**config.mk**
```make
export PLATFORM = sky130hd
export DESIGN_NAME = load_control_queue
export DESIGN_NICKNAME = d
export VERILOG_FILES = /design/src/rtl/load_control_queue.sv
export SDC_FILE = /design/constraint.sdc
export NUM_CORES = 1
export LEC_CHECK = 0
export ABC_AREA = 1
export CAP_MARGIN = 20
export CORE_MARGIN = 2
export CORE_UTILIZATION = 40
export CTS_BUF_LIST = sky130_fd_sc_hd__clkbuf_4
export DETAILED_ROUTE_END_ITERATION = 8
export GPL_ROUTABILITY_DRIVEN = 0
export PLACE_DENSITY = 0.67
export SYNTH_ARGS = -nofsm -noshare
export SYNTH_HDL_FRONTEND = slang
export SYNTH_SLANG_ARGS = --single-unit
```
**constraint.sdc**
```tcl
create_clock -name clk -period 4.9 [get_ports clk]
set_input_delay 0.49 -clock clk [delete_from_list [all_inputs] [get_ports clk]]
set_output_delay 0.49 -clock clk [all_outputs]
set_load 0.01 [all_outputs]
```
**src/rtl/load_control_queue.sv**
```systemverilog
// load_control_queue: buffers decoded operand-load codes and emits one registered load select per enabled cycle
module load_control_queue #(
  parameter int SEL_W = 4,
  parameter int DEPTH = 2,
  parameter logic [SEL_W-1:0] NOOP_CODE = '0,
  parameter int CNT_W = 8
) (
  input  logic                     clk,
  input  logic                     reset,
  input  logic                     enable,
  input  logic                     flush,
  input  logic                     in_valid,
  output logic                     in_ready,
  input  logic [SEL_W-1:0]         in_sel,
  input  logic [SEL_W-1:0]         in_sel2,
  input  logic                     in_split,
  input  logic                     in_gated,
  input  logic                     cond_result,
  output logic [SEL_W-1:0]         out_sel,
  output logic                     out_busy,
  output logic [$clog2(DEPTH):0]   count,
  output logic [CNT_W-1:0]         drop_count
);
  localparam int AW = $clog2(DEPTH);
  localparam int CW = AW + 1;
  localparam logic [CW-1:0] FULL = CW'(DEPTH);
  localparam logic [0:0] IDLE = 1'b0;
  localparam logic [0:0] SECOND = 1'b1;

  logic [SEL_W-1:0] sel_q [DEPTH];
  logic [SEL_W-1:0] sel2_q [DEPTH];
  logic             split_q [DEPTH];
  logic [AW-1:0]    wr_ptr_q, wr_ptr_d, rd_ptr_q, rd_ptr_d;
  logic [CW-1:0]    count_q, count_d;
  logic [0:0]       state_q, state_d;
  logic [SEL_W-1:0] out_sel_q, out_sel_d;
  logic [CNT_W-1:0] drop_q, drop_d;
  logic accept, drop, push, pop, empty, run;

  // handshake, queue bookkeeping and next-state selection; flush outranks the stall
  always_comb begin
    run      = enable & ~flush;
    empty    = count_q == '0;
    in_ready = run & (count_q < FULL);
    accept   = in_valid & in_ready;
    drop     = accept & in_gated & ~cond_result;
    push     = accept & ~drop;
    pop      = run & ~empty & ((state_q == SECOND) | ~split_q[rd_ptr_q]);
    wr_ptr_d = flush ? '0 : wr_ptr_q + AW'(push);
    rd_ptr_d = flush ? '0 : rd_ptr_q + AW'(pop);
    count_d  = flush ? '0 : count_q + CW'(push) - CW'(pop);
    drop_d   = (drop & ~&drop_q) ? drop_q + CNT_W'(1) : drop_q;
    state_d  = ~run ? (flush ? IDLE : state_q) :
               (state_q == IDLE & ~empty & split_q[rd_ptr_q]) ? SECOND : IDLE;
    out_sel_d = flush ? NOOP_CODE : ~enable ? out_sel_q :
                (state_q == SECOND) ? sel2_q[rd_ptr_q] :
                empty ? NOOP_CODE : sel_q[rd_ptr_q];
  end

  // control state, pointers, occupancy and output register
  always_ff @(posedge clk or posedge reset) begin
    if (reset) begin
      wr_ptr_q  <= '0;
      rd_ptr_q  <= '0;
      count_q   <= '0;
      state_q   <= IDLE;
      out_sel_q <= NOOP_CODE;
      drop_q    <= '0;
    end else begin
      wr_ptr_q  <= wr_ptr_d;
      rd_ptr_q  <= rd_ptr_d;
      count_q   <= count_d;
      state_q   <= state_d;
      out_sel_q <= out_sel_d;
      drop_q    <= drop_d;
    end
  end

  // entry storage needs no reset: only slots written since the last reset are ever read
  always_ff @(posedge clk) begin
    if (push) begin
      sel_q[wr_ptr_q]   <= in_sel;
      sel2_q[wr_ptr_q]  <= in_sel2;
      split_q[wr_ptr_q] <= in_split;
    end
  end

  assign out_sel    = out_sel_q;
  assign count      = count_q;
  assign drop_count = drop_q;
  assign out_busy   = (count_q != '0) | (state_q != IDLE);
endmodule

```
==> metrics <==
first-pass iteration count of the detailed router 4; Skew-Pair Late Insertion Delay 0.34 ns; die width 69.1 um; Peak supply drop 211 uV; Initial Util 42.0%; Worst setup EP type primary output; Worst Clk Skew 0.00671 ns; Vias/cell 4.70; final net count 245; row cnt 23; Seq cells post-synth 35; ranking of synthesized cells by area edfxtp_1 32%, dfrtp_1 25%, nand2_1 14%; slew margin rel. 55.5%; hold crit path type in2async; postcts setup bufs 0; worst setup path class in2out; global-route usage over all layers 14.2%; H-Tree Depth 2; Gate Count Post-Synth 187; CTS tree built; largest area contributor in the netlist edfxtp_1; Mapped Nets 208; initial antenna violation count 0; Clock Sinks 35; hold buffer count at CTS 0; post-cts resize count 0; worst reg2reg path depth 9; CP Data Arrival Time 1.94 ns; vias in the first global route 1167; Num CTS Buffers 5; Cells after DPL 267; total design power 624 uW; IO Pins 32; leak pwr 0.000941 uW; clk buf depth 2; clk slew on worst S/H paths 0.11 ns; final setup TNS 0 ns; Multi-input gate area 637 um^2; Synth top area share 31.9%; worst path required time 4.41 ns; Fill cells 392; post-DP HPWL 2310 um; antenna cell count 0; Via Count 1292; Crit Path Max Fanout 7; Hold Slack 0.535 ns; Final Max Slew Viols 0; die area 0.00477 mm^2; share of layout cells above drive strength 1 10.2%; area delta synth->final 26.5%; synth warn 0; run status finished, final reports clean; global route total overflow 0; DRT antenna net count 0; Slew @ Worst Pin 0.667 ns; Placeable Area 0.00403 mm^2; die height 69.1 um; Final Non-Filler Cells 275; IO Port Bufs 31; first-pass GRT wire length 5280 um; post-layout min period 2.43 ns; fin crit share 49.6%; Final Hold Viols 0; Seq/Total Area, Yosys 57.1%; fmax 411 MHz; Final Setup Violations 0; final WL 3050 um; mapped cell area 0.00169 mm^2; RSZ-0062 raised after global routing false; drt drc 0; CP Launch Type input pin; Mean Syn Cell Area 9.05 um^2; area occupied by registers 966 um^2; Initial DRC Count 59; clock root buffer clkbuf_4; Synth cell types 24; Power Density 291 mW/mm^2; drt wl/cell 11.1 um; largest net degree at the start of global routing 18; Max-cap violations 0
## synth_stat cells
cell,count
a21oi_1,1
a31oi_1,1
buf_2,1
clkinv_1,1
dfrtp_1,17
edfxtp_1,18
ha_1,5
inv_1,17
inv_2,3
inv_4,1
nand2_1,63
nand2_2,2
nand3_1,17
nand3_2,2
nand3b_1,1
nor2_1,16
nor2_2,4
nor2_4,2
nor3_2,1
o21ai_0,5
o21ai_1,5
o21bai_1,1
xnor2_1,1
xor2_1,2
## flip-flops by register name, indices dropped and copies added, names as in the netlist
signal	count
wr_ptr_q	1
split_q	2
sel_q	8
count	2
out_sel	4
drop_count	8
sel2_q	8
state_q	1
rd_ptr_q	1
## report_power, final
part | switching (uW) | internal [uW] | leakage, uW
sequential | 14.1 | 322 | 0.000396
clock | 99.0 | 107 | 0.0000452
combinational | 39.3 | 42.1 | 0.000500
total | 152 | 471 | 0.000941
## layer usage
metal  wire length [um]  global-route usage [%]  share of wire (%)
met5                  0                       0                  0
met1               1360                    17.0                 44
met4                 51                    5.88                1.7
met2               1510                    23.7                 50
met3                132                    4.24                4.3
## final timing paths
kind	startpoint	end	slack [ns]
worst min register to register	out_sel[1]$_DFFE_PP0P_	out_sel[1]$_DFFE_PP0P_	0.54
max in group asynchronous	reset	out_sel[1]$_DFFE_PP0P_	3.94
worst max register to register	count[1]$_DFF_PP0_	count[1]$_DFF_PP0_	3.09
worst min-delay path	reset	state_q$_DFFE_PP0P_	0.53
worst max-delay path	flush	in_ready	2.47
min in group clk	out_sel[1]$_DFFE_PP0P_	out_sel[1]$_DFFE_PP0P_	0.54
## worst max-delay path: stages
cell and delay, ns:
clkdlybuf4s50_1 0.56, inv_4 0.16, nand2_2 0.08, nor2_2 0.10, clkdlybuf4s50_1 0.54
## area by class of cell
type / count / area share [%]
repair buffers: 31 / 14.5
well taps: 50 / 2.92
multi-input cells: 129 / 29.7
clock inverters: 3 / 2.04
inverters: 22 / 3.97
clock buffers: 5 / 1.75
flip-flops and latches: 35 / 45.1
## layout by cell type (no fill, tap or decap), drive strengths merged, types with 2 or more instances in the layout
| master | count |
|---|---|
| clkinv | 3 |
| dfrtp | 17 |
| xor2 | 2 |
| clkbuf | 5 |
| nand3 | 19 |
| nand2 | 65 |
| o21ai | 10 |
| clkdlybuf4s50 | 31 |
| edfxtp | 18 |
| inv | 21 |
| ha | 5 |
| nor2 | 22 |
## metrics by stage
step / util, % / instance area, um^2 / setup slack, ns
2_1_floorplan: - / 1690 / 3.17
3_3_place_gp: 51.1 / 2060 / 2.44
3_5_place_dp: 51.1 / 2060 / 2.41
4_1_cts: 53.2 / 2140 / 2.45
5_1_grt: 53.2 / 2140 / 2.39
6_report: 53.2 / 2140 / 2.47
## cells by family after synthesis
family | count (synthesis) | share of synthesized area, %
adders and majority gates | 5 | 3.70
buffers and inverters | 23 | 5.32
DFF | 35 | 57.1
AOI/OAI and AO/OA | 13 | 4.06
and+or+nand+nor | 108 | 28.3
xor gates and xnor gates | 3 | 1.55
Power figures use the tool's default switching activity.
